[src/rtl/sync_fifo_pkg.sv]
// Shared defaults and types for the single-clock FIFO (sync_fifo).
package sync_fifo_pkg;

    localparam int DEF_DSIZE = 8;
    localparam int DEF_ASIZE = 4;
    localparam int DEPTH     = 2 ** DEF_ASIZE;

    // Pointer carries one extra wrap bit above the memory address.
    typedef logic [DEF_ASIZE:0] ptr_t;

endpackage

[src/rtl/sync_fifo_mem.sv]
// Storage array for sync_fifo: synchronous write port, asynchronous read port.
module sync_fifo_mem #(
    parameter int DSIZE = 8,
    parameter int ASIZE = 4
) (
    input  logic             clk,
    input  logic             wen,
    input  logic [ASIZE-1:0] waddr,
    input  logic [DSIZE-1:0] wdata,
    input  logic [ASIZE-1:0] raddr,
    output logic [DSIZE-1:0] rdata
);

    logic [DSIZE-1:0] mem_r [0:(2**ASIZE)-1];

    // Write port; contents are intentionally left untouched by reset.
    always_ff @(posedge clk) begin
        if (wen) begin
            mem_r[waddr] <= wdata;
        end
    end

    assign rdata = mem_r[raddr];

endmodule

[src/rtl/sync_fifo.sv]
// Single-clock fall-through FIFO with fifo1-compatible ports.
// Optional sticky overflow/underflow flags when SYNC_FIFO_ERR_EN is defined.
module sync_fifo
    import sync_fifo_pkg::*;
#(
    parameter int DSIZE = DEF_DSIZE,
    parameter int ASIZE = DEF_ASIZE
) (
    input  logic             clk,
    input  logic             rst,
    input  logic             winc,
    input  logic [DSIZE-1:0] wdata,
    output logic             wfull,
    input  logic             rinc,
    output logic [DSIZE-1:0] rdata,
    output logic             rempty
`ifdef SYNC_FIFO_ERR_EN
    ,
    output logic             woverflow,
    output logic             runderflow
`endif
);

    localparam logic [ASIZE:0] PTR_ZERO = {(ASIZE+1){1'b0}};
    localparam logic [ASIZE:0] PTR_ONE  = {{ASIZE{1'b0}}, 1'b1};

    logic [ASIZE:0] wptr_r;
    logic [ASIZE:0] rptr_r;
    logic           wen_s;
    logic           ren_s;

    // Full when the addresses match but the wrap bits differ.
    assign rempty = (wptr_r == rptr_r);
    assign wfull  = (wptr_r[ASIZE] != rptr_r[ASIZE]) &&
                    (wptr_r[ASIZE-1:0] == rptr_r[ASIZE-1:0]);

    assign wen_s = winc && !wfull;
    assign ren_s = rinc && !rempty;

    // Pointer update; reset wins over any request in the same cycle.
    always_ff @(posedge clk) begin
        if (rst) begin
            wptr_r <= PTR_ZERO;
            rptr_r <= PTR_ZERO;
        end else begin
            if (wen_s) begin
                wptr_r <= wptr_r + PTR_ONE;
            end
            if (ren_s) begin
                rptr_r <= rptr_r + PTR_ONE;
            end
        end
    end

    sync_fifo_mem #(
        .DSIZE (DSIZE),
        .ASIZE (ASIZE)
    ) u_mem (
        .clk   (clk),
        .wen   (wen_s),
        .waddr (wptr_r[ASIZE-1:0]),
        .wdata (wdata),
        .raddr (rptr_r[ASIZE-1:0]),
        .rdata (rdata)
    );

`ifdef SYNC_FIFO_ERR_EN
    // Sticky error flags, cleared only by reset.
    always_ff @(posedge clk) begin
        if (rst) begin
            woverflow  <= 1'b0;
            runderflow <= 1'b0;
        end else begin
            if (winc && wfull) begin
                woverflow <= 1'b1;
            end
            if (rinc && rempty) begin
                runderflow <= 1'b1;
            end
        end
    end
`endif

endmodule

[config.mk]
export PLATFORM = sky130hd
export DESIGN_NAME = sync_fifo
export DESIGN_NICKNAME = d
export VERILOG_FILES = /design/src/rtl/sync_fifo_pkg.sv /design/src/rtl/sync_fifo_mem.sv /design/src/rtl/sync_fifo.sv
export SDC_FILE = /design/constraint.sdc
export NUM_CORES = 1
export LEC_CHECK = 0
export BUFFER_PORTS_ARGS = -buffer_cell sky130_fd_sc_hd__buf_2
export CORE_MARGIN = 8
export CORE_UTILIZATION = 60
export CTS_BUF_LIST = sky130_fd_sc_hd__clkbuf_16
export DETAILED_ROUTE_END_ITERATION = 8
export PLACE_DENSITY = 0.88
export SYNTH_ARGS = -nofsm -noshare
export SYNTH_HDL_FRONTEND = slang
export SYNTH_SLANG_ARGS = --single-unit
[constraint.sdc]
create_clock -name clk -period 2.5 [get_ports clk]
set_input_delay 0.25 -clock clk [delete_from_list [all_inputs] [get_ports clk]]
set_output_delay 0.25 -clock clk [all_outputs]
set_load 0.02 [all_outputs]
Word level (Yosys, flattened, before mapping)
Memories as Yosys holds them, arrays and structs flattened. A register that Yosys moved wholly into a read port is not among the register bits.
Cells that the tools add are included.
{"block": "totals", "mem_count": 1, "regBits": 10, "mem_bits_rw": 128, "out_inout_bits": 10}
{"block": "op_classes", "addsub": 2, "reduce_logical": 5, "n_eq_ne": 3, "n_mux": 4}
{"memory": "u_mem.mem_r", "depth": 16, "width": 8, "read_ports": 1, "rd_clocked_by_memory_dff": 1, "write_ports": 1, "line_no": "sync_fifo_mem.sv:14", "text": "logic [DSIZE-1:0] mem_r [0:(2**ASIZE)-1];"}
{"op": "$add 5x1->5 const B", "count": 2}
{"op": "$mux 4", "count": 2}
{"op": "$eq 5x5->1", "count": 1}
{"op": "$eq 4x4->1", "count": 1}
{"op": "$logic_and 1x1->1", "count": 3}
{"op": "$logic_not 1->1", "count": 2}
{"op": "$mux 1", "count": 2}
{"op": "$ne 1x1->1", "count": 1}

Longest topological paths before layout
Gate-level depths: netlist (run 1).
{"block": "logic_depth", "depth_word": 6, "depth_mapped": 6, "mapped_depth_nobuf": 4}

Modules after synthesis
From an unflattened synthesis (run 1), not the netlist that was laid out.
{"block": "unflattened", "hier_cells": 293, "hier_area_um2": 5622.9}
{"mod": "sync_fifo_mem", "instances": 1, "seq_area_each_um2": 3843.7, "cells_per_inst": 221, "area_per_inst_um2": 4987.3}
{"mod": "sync_fifo", "instances": 1, "seq_area_each_um2": 200.2, "cells_per_inst": 72, "area_per_inst_um2": 635.6}

Worst setup path before layout (run 1)
OpenSTA, ideal clock, no wires.
{"block": "synth_path", "kind": "flip-flop to output port", "from": "register with a tool-made name", "to": "output rdata[0]", "setup_slack_ns": 0.618, "arrival_time_ns": 1.632, "required_time_ns": 2.250, "path_buffers": 2, "stages_incl_launch_ff": 5, "path_cell_list": "dfxtp_1 -> buf_6 -> buf_8 -> mux4_1 -> mux4_2"}
{"item": "to (decl)", "line_no": "sync_fifo.sv:15", "text": "output logic [DSIZE-1:0] rdata,"}

==> reports/qor.csv, run 1 <==
stage,metric,value,unit
routing,Pre-antenna DRT Iters,4,
synth,Yosys cell types,38,
cells_and_area,Sequential Area,4130,um^2
clock_network,clk slew on worst S/H paths,0.06,ns
sta,setup ws final,0.0202,ns
global_routing,first-pass GRT wire length,18.1,mm
clock_network,CTS tree,done,
cells_and_area,most frequent cells in the layout,"128 x edfxtp_1, 26 x mux4_2, 21 x buf_2",
run_status,status,finished clean,
cells_and_area,# fillers,580,
sta,Final Hold Viols,0,
sta,Final Setup Violations,0,
placement,GP Congestion,0.807,
clock_network,CTS Hold Bufs,0,
cells_and_area,ant diodes,0,
sta,"Slew Viols, Final",0,
global_routing,largest net degree at the start of global routing,33,
sta,RSZ-0062 raised after global routing,true,
power_and_ir_drop,Pleak,0.00223,uW
sta,fin crit share,0.992,
sta,hold slack final,0.213,ns
placement,I/O Buffers,21,
placement,Post-DP HPWL,7.51,mm
synth,register area share after synthesis,0.707,
synth,dominant synthesized flop cell,edfxtp_1,
clock_network,worst-skew pair later-pin latency,0.42,ns
placement,DP Area,6080,um^2
synth,"FF+latch count, synth",142,
sta,slew of the pin with the lowest slew margin,0.661,ns
sta,fmax,403,MHz
synth,cells after synthesis,283,
cells_and_area,Post-layout nets,333,
power_and_ir_drop,Final Power,6110,uW
clock_network,TritonCTS buffer count,17,
cells_and_area,fin area,6690,um^2
routing,vias post-DR,2955,
cells_and_area,"most common cell after layout, fill and taps aside",edfxtp_1,
routing,drt drc,0,
synth,Synth Cell Area,5830,um^2
routing,ANT nets after route,0,
worst_setup_path,Worst Path Arrival,2.23,ns
synth,"EDFF count, synth",128,
worst_setup_path,worst endpoint required time,2.25,ns
routing,Detailed Route WL,12.1,mm
flow_run,max-cap violation count,0,
clock_network,CTS sink cnt,142,
sta,Fin Clk Skew,0.0114,ns
clock_network,H-Tree Depth,4,
routing,Vias/cell,6.40,
routing,drt wl/cell,26.2,um
worst_setup_path,Worst setup SP type,register,
die,Die H,115,um
routing,initial drt markers,204,
global_routing,aggregate global routing overflow,0,
worst_setup_path,critical path type,reg -> out,
global_routing,initial antenna violation count,0,
cells_and_area,Area Growth Syn to Fin,14.8,%
placement,DP Worst Slack,0.282,ns
die,die area,13100,um^2
die,I/O pins,22,
power_and_ir_drop,VDD IR-drop max,0.550,mV
power_and_ir_drop,power density over the cells,913,nW/um^2
clock_network,clock buffer depth,2,
clock_network,CTS root buf,clkbuf_16,
min_path,worst hold path class,in -> reg,
global_routing,vias in the first global route,3050,
synth,Avg Inst Size Synth,20.6,um^2
synth,Synthesized Nets,300,
die,row count,36,
cells_and_area,layout cells sized above 1,0.283,
sta,min Tclk post-route,2.48,ns
synth,Synth warnings,0,
die,Die Wd,115,um
worst_setup_path,CP Capture Type,output port,
cells_and_area,Multi-input gate area,1530,um^2
sta,Slew HR,0.559,
die,Starting Density,0.608,
synth,"Async S/R FF share, synth",0,
die,core area,9590,um^2
worst_setup_path,CP max FO,6,
global_routing,Tot GR Track Use,0.198,
-- per-stage QoR --
step,utilization,cells,setup TNS (ns)
3_3_place_gp,0.634,429,0
3_5_place_dp,0.634,429,0
4_1_cts,0.698,462,-0.00608
2_1_floorplan,-,283,0
5_1_grt,0.697,462,-0.180
6_report,0.697,462,0
-- area by class of cell --
class	count	area share
inverters	9	0.00505
repair buffers	28	0.0292
flip-flops and latches	142	0.617
well taps	133	0.0249
multi-input cells	118	0.229
clock buffers	17	0.0636
clock inverters	15	0.0312
-- worst max-delay path, stage by stage, from the launching register on --
cell     delay [ns]
dfxtp_4        0.39
buf_4          0.19
mux4_2         0.53
mux4_2         0.51
buf_2          0.18
-- logic make-up (layout without fill, tap and decap cells) --
| family | after synthesis | in the layout | share of synthesized area |
|---|---|---|---|
| adders and majority gates | 5 | 5 | 0.0107 |
| muxes | 47 | 47 | 0.183 |
| buffers and inverters | 23 | 69 | 0.0232 |
| DFF | 142 | 142 | 0.707 |
| and+or+nand+nor | 40 | 40 | 0.0404 |
| xor gates and xnor gates | 6 | 6 | 0.00901 |
| AOI/OAI and AO/OA | 20 | 20 | 0.0262 |
-- state kept, by name (all words and copies together), names as in the netlist, named ones only --
signal / cells
rptr_r: 5
wptr_r: 5
u_mem.mem_r: 128
-- power by group --
group	leakage [uW]	internal [uW]	switching (uW)
clock network	0.000301	1680	1010
logic	0.000655	361	383
registers	0.00127	2630	35.8
-- final timing paths --
| check | startpoint | slack (ns) | end | cells after the start |
|---|---|---|---|---|
| min reg2reg | rptr_r[1] | 0.54 | rptr_r[1] | 2 |
| max | register | 0.02 | rdata[6] | 4 |
| min | winc | 0.21 | wptr_r[1] | 3 |
| max reg2reg | wptr_r[2] | 0.30 | u_mem.mem_r[2][5] | 5 |
-- routing by layer --
metal	track usage	up-vias	part of all wire
met5	0	-	0
met4	0.0834	0	0.026
met3	0.0607	22	0.069
met2	0.314	148	0.50
met1	0.249	1523	0.41
li1	-	1262	-
-- Yosys cell counts, drive strengths merged, types with 2 or more instances --
master / n / area [um^2]
o311ai: 4 / 35.0
xnor2: 5 / 43.8
buf: 10 / 86.3
a21oi: 5 / 28.8
ha: 5 / 62.6
nor2b: 3 / 18.8
o21ai: 2 / 10.0
a311o: 2 / 20.0
mux4: 40 / 991
and4: 6 / 52.6
mux2: 5 / 56.3
nor2: 8 / 30.0
inv: 8 / 30.0
and3: 12 / 75.1
dfxtp: 14 / 280
a211oi: 2 / 15.0
clkbuf: 4 / 15.0
nand3: 2 / 10.0
mux2i: 2 / 20.0
edfxtp: 128 / 3840
nand4: 4 / 25.0
nand2: 3 / 11.3
-- repair_timing --
item / CTS / global route
buffers inserted: 1 / 0
gates resized for setup: 10 / 1
setup endpoints to repair: 8 / 7
pin swaps: 0 / 0
Power figures use the tool's default switching activity.
==> run 2, diff against run 1 <==
--- a/config.mk
+++ b/config.mk
@@ -7,10 +7,11 @@
 export LEC_CHECK = 0
 export BUFFER_PORTS_ARGS = -buffer_cell sky130_fd_sc_hd__buf_2
 export CORE_MARGIN = 8
-export CORE_UTILIZATION = 60
+export CORE_UTILIZATION = 56
 export CTS_BUF_LIST = sky130_fd_sc_hd__clkbuf_16
 export DETAILED_ROUTE_END_ITERATION = 8
-export PLACE_DENSITY = 0.88
+export PLACE_DENSITY = 0.83
 export SYNTH_ARGS = -nofsm -noshare
 export SYNTH_HDL_FRONTEND = slang
+export SYNTH_HIERARCHICAL = 1
 export SYNTH_SLANG_ARGS = --single-unit
==> constraint.sdc (replaced) <==
create_clock -name clk -period 3.1 [get_ports clk]
set_input_delay 0.31 -clock clk [delete_from_list [all_inputs] [get_ports clk]]
set_output_delay 0.31 -clock clk [all_outputs]
set_load 0.02 [all_outputs]
==> reports/qor.csv, run 2 <==
stage,metric,value,unit
placement,GP Congestion,0.823,
sta,slew of the pin with the lowest slew margin,0.855,ns
power_and_ir_drop,power density over the cells,728,nW/um^2
die,Starting Density,0.575,
die,I/O pins,22,
worst_setup_path,critical path type,reg -> out,
placement,DP Cell Count,452,
clock_network,CTS sink cnt,138,
min_path,hold endpoint,rptr_r[2],
die,die area,13500,um^2
sta,Fin Clk Skew,0.0138,ns
cells_and_area,Post-layout nets,352,
synth,"Async S/R FF share, synth",0,
worst_setup_path,R2R Path Start,wptr_r[0],
sta,Final Setup Violations,0,
synth,Yosys cell types,39,
clock_network,H-Tree Depth,4,
global_routing,initial antenna violation count,0,
routing,vias post-DR,2983,
synth,Area contributors post-synth,"edfxtp_1 68%, mux4_2 7.2%, mux4_1 6.5%, dfxtp_1 3.6%, a22oi_1 2.1%",
sta,fmax,381,MHz
min_path,Hold Crit Depth,3,
global_routing,Tot GR Track Use,0.189,
worst_setup_path,R2R depth,6,
cells_and_area,max FFs per register,128,
cells_and_area,Area Growth Syn to Fin,16.8,%
worst_setup_path,"Cell Chain, Critical Path",buf_12 > mux4_1 > a22oi_1 > nand2_1 > buf_2,
synth,top-area cell type share of the netlist area,0.684,
cells_and_area,"Most flops, register",u_mem/mem_r,
clock_network,clk slew on worst S/H paths,0.06,ns
worst_setup_path,CP Capture Type,output port,
synth,register area share after synthesis,0.719,
min_path,HP Start,rinc,
worst_setup_path,worst endpoint required time,2.79,ns
placement,Post-DP HPWL,6.89,mm
worst_setup_path,terminus of the critical flop-to-flop path,u_mem/mem_r[0][2],
worst_setup_path,Worst R2R Setup Slack,0.76,ns
sta,RSZ-0062 raised after global routing,false,
cells_and_area,Largest regs,"u_mem/mem_r: 128 flops, rptr_r: 5 flops, wptr_r: 5 flops",
min_path,worst hold path class,in -> reg,
worst_setup_path,Worst Path Arrival,2.31,ns
global_routing,aggregate global routing overflow,0,
synth,cells after synthesis,293,
worst_setup_path,CP max FO,32,
routing,Pre-antenna DRT Iters,5,
synth,Avg Inst Size Synth,19.2,um^2
routing,drt drc,0,
cells_and_area,"most common cell after layout, fill and taps aside",edfxtp_1,
clock_network,clock buffer depth,2,
placement,I/O Buffers,21,
sta,hold slack final,0.257,ns
worst_setup_path,Worst setup SP type,register,
die,row count,36,
global_routing,vias in the first global route,3072,
routing,initial drt markers,336,
sta,"Slew Viols, Final",0,
sta,Final TNS setup,0,ns
die,core area,9770,um^2
synth,Synthesized Nets,307,
synth,Synth Cell Area,5620,um^2
sta,setup ws final,0.479,ns
die,Die Wd,116,um
synth,post-synth top area cell,edfxtp_1,
sta,fin crit share,0.846,
synth,most frequent cell after synthesis,edfxtp_1,
clock_network,post-CTS sizing,0,
synth,Synth warnings,6,
sta,Final Hold Viols,0,
routing,drt wl/cell,24.0,um
cells_and_area,final core occ,0.672,
routing,Detailed Route WL,11.6,mm
cells_and_area,most frequent cells in the layout,"128 x edfxtp_1, 21 x buf_2, 19 x nor2_1",
clock_network,CTS tree,done,
power_and_ir_drop,VDD IR-drop max,0.364,mV
routing,Vias/cell,6.16,
placement,DP Worst Slack,0.794,ns
synth,"EDFF count, synth",128,
global_routing,largest net degree at the start of global routing,36,
sta,Slew HR,0.429,
clock_network,CTS Hold Bufs,0,
run_status,status,finished clean,
clock_network,TritonCTS buffer count,17,
synth,"FF+latch count, synth",138,
global_routing,first-pass GRT wire length,18.0,mm
clock_network,CTS root buf,clkbuf_16,
clock_network,worst-skew pair later-pin latency,0.42,ns
flow_run,max-cap violation count,0,
die,Die H,116,um
synth,most common library cells after synthesis,"128 x edfxtp_1, 19 x nor2_1, 18 x mux4_2",
cells_and_area,layout cells sized above 1,0.254,
cells_and_area,Finished Layout Cells,484,
worst_setup_path,max incr delay on CP,0.60,ns
clock_network,Post-CTS Setup Bufs,0,
worst_setup_path,Slowest cell on crit path,mux4_1,
synth,dominant synthesized flop cell,edfxtp_1,
sta,min Tclk post-route,2.62,ns
routing,ANT nets after route,0,
cells_and_area,ant diodes,0,
power_and_ir_drop,Pleak,0.00220,uW
-- run 2: cell count changes after synthesis, sizes merged, moves of 3 or more --
| cell | before | now |
|---|---|---|
| clkdlybuf4s25 | 0 | 3 |
| nor2b | 3 | 6 |
| a22oi | 0 | 16 |
| ha | 5 | 2 |
| and3 | 12 | 0 |
| dfxtp | 14 | 10 |
| mux4 | 40 | 32 |
| clkbuf | 4 | 1 |
| nor3 | 0 | 4 |
| nor2 | 8 | 19 |
| and4 | 6 | 2 |
| nand2 | 3 | 14 |
-- run 2: stage by stage --
| stage | power [uW] | area [um^2] |
|---|---|---|
| 6_report | 4780 | 6570 |
| 5_1_grt | 4930 | 6570 |
| 4_1_cts | 4810 | 6570 |
| 3_5_place_dp | 2690 | 5930 |
| 3_3_place_gp | 2670 | 5930 |
| 2_1_floorplan | 2550 | 5620 |
-- run 2: worst max-delay path by stage --
stage / from / endpoint / slack [ns] / depth (start not counted)
5_1_grt: rptr_r[0] / rdata[2] / 0.42 / 5
3_5_place_dp: wptr_r[0] / u_mem/mem_r[0][5] / 0.79 / 6
2_1_floorplan: wptr_r[0] / u_mem/mem_r[0][0] / 0.50 / 6
4_1_cts: rptr_r[0] / rdata[2] / 0.47 / 5
6_report: rptr_r[0] / rdata[2] / 0.48 / 5
3_3_place_gp: wptr_r[0] / u_mem/mem_r[0][4] / 0.85 / 6
-- run 2: area by class of cell --
type / instances / area (um^2)
tap: 133 / 166
sequential: 138 / 4050
inverter: 6 / 22.5
fill: 608 / 3210
clock inverter: 15 / 206
timing repair buffer: 38 / 245
clock buffer: 17 / 425
multi-input combinational: 137 / 1460
-- run 2: logic make-up (layout without fill, tap and decap cells) --
logic type               count (synthesis)  after routing  synth area share
AO/OA/AOI/OAI                           30             30            0.0407
buffers and inverters                   18             76            0.0220
flip-flops                             138            138             0.719
multiplexers                            39             39             0.151
AND/OR/NAND/NOR                         60             60            0.0532
adder cells (fa/ha/maj)                  2              2           0.00445
XOR/XNOR                                 6              6           0.00935
-- run 2: layer usage --
layer,share of wire,track usage
met1,0.40,0.230
met2,0.49,0.302
met3,0.080,0.0522
met4,0.023,0.0994
met5,0,0
-- run 2: worst max-delay path, delay by kind of cell (launching register included) --
kind                   cells  cell delay [ns]
muxes                      1             0.60
buffers and inverters      2             0.46
DFF                        1             0.40
and+or+nand+nor            1             0.10
AOI/OAI and AO/OA          1             0.32
-- run 2: where the power goes --
part / switching (uW) / total [uW] / internal, uW
registers: 23.2 / 2090 / 2060
clock network: 721 / 2130 / 1410
logic: 306 / 562 / 255
total: 1050 / 4780 / 3730
==> run 3, diff against run 2 <==
--- a/config.mk
+++ b/config.mk
@@ -5,12 +5,13 @@
 export SDC_FILE = /design/constraint.sdc
 export NUM_CORES = 1
 export LEC_CHECK = 0
+export ABC_AREA = 1
 export BUFFER_PORTS_ARGS = -buffer_cell sky130_fd_sc_hd__buf_2
 export CORE_MARGIN = 8
 export CORE_UTILIZATION = 56
 export CTS_BUF_LIST = sky130_fd_sc_hd__clkbuf_16
 export DETAILED_ROUTE_END_ITERATION = 8
-export PLACE_DENSITY = 0.83
+export PLACE_DENSITY = 0.86
 export SYNTH_ARGS = -nofsm -noshare
 export SYNTH_HDL_FRONTEND = slang
 export SYNTH_HIERARCHICAL = 1
==> constraint.sdc (replaced) <==
create_clock -name clk -period 2.2 [get_ports clk]
set_input_delay 0.22 -clock clk [delete_from_list [all_inputs] [get_ports clk]]
set_output_delay 0.22 -clock clk [all_outputs]
set_load 0.02 [all_outputs]
==> reports/qor.csv, run 3 <==
stage,metric,value,unit
run_status,status,finished clean,
die,I/O pins,22,
die,die area,14800,um^2
clock_network,CTS Hold Bufs,0,
synth,"Async S/R FF share, synth",0,
flow_run,max-cap violation count,0,
synth,cells after synthesis,644,
placement,GP Congestion,0.883,
worst_setup_path,worst endpoint required time,1.98,ns
synth,register area share after synthesis,0.645,
routing,vias post-DR,4669,
cells_and_area,Largest regs,"u_mem/mem_r: 128 flops, rptr_r: 5 flops, wptr_r: 5 flops",
placement,I/O Buffers,21,
cells_and_area,most frequent cells in the layout,"199 x nand2_1, 128 x edfxtp_1, 116 x inv_1",
power_and_ir_drop,power density over the cells,938,nW/um^2
worst_setup_path,max incr delay on CP,0.53,ns
cells_and_area,"most common cell after layout, fill and taps aside",nand2_1,
sta,Fin Clk Skew,0.00639,ns
global_routing,initial antenna violation count,0,
routing,Vias/cell,5.57,
global_routing,first-pass GRT wire length,23.1,mm
cells_and_area,Post-layout nets,699,
worst_setup_path,Slowest cell on crit path,dfxtp_1,
global_routing,aggregate global routing overflow,0,
worst_setup_path,CP most frequent cell,nand3_1,
power_and_ir_drop,VDD IR-drop max,0.501,mV
die,Starting Density,0.576,
synth,Area contributors post-synth,"edfxtp_1 61%, nand2_1 12%, nand3_1 8.4%, inv_1 6.9%, dfxtp_1 3.2%",
synth,Avg Inst Size Synth,9.73,um^2
global_routing,largest net degree at the start of global routing,65,
worst_setup_path,"Cell Chain, Critical Path",buf_8 > nand3_1 > nand3_1 > nand3_1 > nand2_1 > buf_2,
die,row count,38,
synth,most frequent cell after synthesis,nand2_1,
sta,Final Hold Viols,0,
synth,dominant synthesized flop cell,edfxtp_1,
synth,Yosys cell types,19,
sta,Final TNS setup,0,ns
sta,"Slew Viols, Final",0,
global_routing,Tot GR Track Use,0.208,
clock_network,clock buffer depth,2,
synth,"FF+latch count, synth",138,
synth,"EDFF count, synth",128,
power_and_ir_drop,Final Power,6850,uW
clock_network,TritonCTS buffer count,17,
worst_setup_path,CP max FO,32,
die,Die H,122,um
cells_and_area,layout cells sized above 1,0.133,
synth,top-area cell type share of the netlist area,0.613,
clock_network,H-Tree Depth,4,
clock_network,CTS tree,done,
sta,slew of the pin with the lowest slew margin,0.607,ns
cells_and_area,# fillers,752,
clock_network,clk slew on worst S/H paths,0.05,ns
cells_and_area,Multi-input gate area,1570,um^2
routing,initial drt markers,572,
routing,drt wl/cell,18.1,um
min_path,worst hold path class,in -> reg,
cells_and_area,Area Growth Syn to Fin,16.4,%
cells_and_area,max FFs per register,128,
cells_and_area,ant diodes,0,
worst_setup_path,CP Capture Type,output port,
worst_setup_path,Worst setup SP type,register,
die,Die Wd,122,um
routing,Detailed Route WL,15.2,mm
synth,Synthesized Nets,658,
sta,Slew HR,0.595,
synth,post-synth top area cell,edfxtp_1,
global_routing,vias in the first global route,4661,
routing,ANT nets after route,0,
synth,Synth warnings,6,
synth,most common library cells after synthesis,"199 x nand2_1, 128 x edfxtp_1, 115 x inv_1",
die,core area,10900,um^2
sta,Final Setup Violations,0,
worst_setup_path,Worst Path Arrival,1.93,ns
clock_network,CTS root buf,clkbuf_16,
sta,fin crit share,0.977,
clock_network,CTS sink cnt,138,
synth,Synth Cell Area,6270,um^2
routing,Pre-antenna DRT Iters,6,
cells_and_area,Sequential Area,4050,um^2
worst_setup_path,critical path type,reg -> out,
sta,fmax,465,MHz
power_and_ir_drop,Pleak,0.00320,uW
clock_network,worst-skew pair later-pin latency,0.42,ns
placement,Post-DP HPWL,8.78,mm
sta,RSZ-0062 raised after global routing,true,
cells_and_area,"Most flops, register",u_mem/mem_r,
routing,drt drc,0,
sta,min Tclk post-route,2.15,ns
[run 3: cell count changes after synthesis, sizes merged, moves of 5 or more]
cell   change
a22oi     -16
mux4      -32
mux2       -5
nand2    +188
a21oi      +5
nand3    +107
buf       +18
nand4      -5
nor2      +14
nor2b      -6
inv      +114
[run 3: worst max-delay path: cells and delay by family (launching register included)]
family | cells | cell delay [ns]
flip-flops | 1 | 0.53
AND/OR/NAND/NOR | 4 | 0.51
buffers and inverters | 2 | 0.46
[run 3: final timing paths]
check                           slack [ns]  cells past startpoint      start           endpoint
worst max-delay path                  0.05                      6  rptr_r[1]           rdata[4]
worst min-delay path                  0.13                      3       rinc          rptr_r[1]
worst max register to register        0.28                      9  rptr_r[1]  u_mem/mem_r[3][0]
worst min register to register        0.53                      2  wptr_r[4]          wptr_r[4]
[run 3: cell families after synthesis]
family                     Yosys count  synth area share
and+or+nand+nor                    346             0.237
buffers and inverters              147             0.105
DFF                                138             0.645
AOI/OAI and AO/OA                   10           0.00798
adders and majority gates            2           0.00399
xor gates and xnor gates             1           0.00140
[run 3: power breakdown]
group          internal [uW]  total (uW)  leakage (uW)  switching [uW]
registers               2910        2940       0.00124            33.0
logic                    289         882       0.00167             594
clock network           1990        3020      0.000301            1040
total                   5180        6850       0.00320            1660
[run 3: final cells by class]
type / count / area share
Multi-Input combinational cell: 359 / 0.215
Tap cell: 140 / 0.0240
Sequential cell: 138 / 0.555
Clock buffer: 17 / 0.0583
Clock inverter: 15 / 0.0283
Timing Repair Buffer: 48 / 0.0555
Inverter: 121 / 0.0643
[run 3: through the flow]
| stage | cells | setup WS (ns) | utilization | cell area, um^2 | hold slack, ns |
|---|---|---|---|---|---|
| finish | 838 | 0.0500 | 0.670 | 7300 | 0.130 |
| global route | 838 | -0.0176 | 0.670 | 7300 | 0.153 |
| CTS | 833 | 0.0551 | 0.660 | 7190 | 0.115 |
| detailed placement | 801 | 0.397 | 0.602 | 6550 | 0.526 |
| global placement | 801 | 0.444 | 0.602 | 6550 | 0.510 |
| floorplan | 644 | 0.294 | - | 6270 | 0.319 |
[run 3: per-layer routing]
layer  share of wire  track usage
met5               0            0
met2            0.51        0.350
met1            0.36        0.235
met3            0.10       0.0652
met4           0.029        0.103
[run 3: timing repair]
item | in CTS | in global routing
gates cloned | 0 | 3
endpoints found under the setup margin | 7 | 8
gates resized for setup | 2 | 2
endpoints found under the hold margin | 0 | 0
setup buffers | 0 | 2
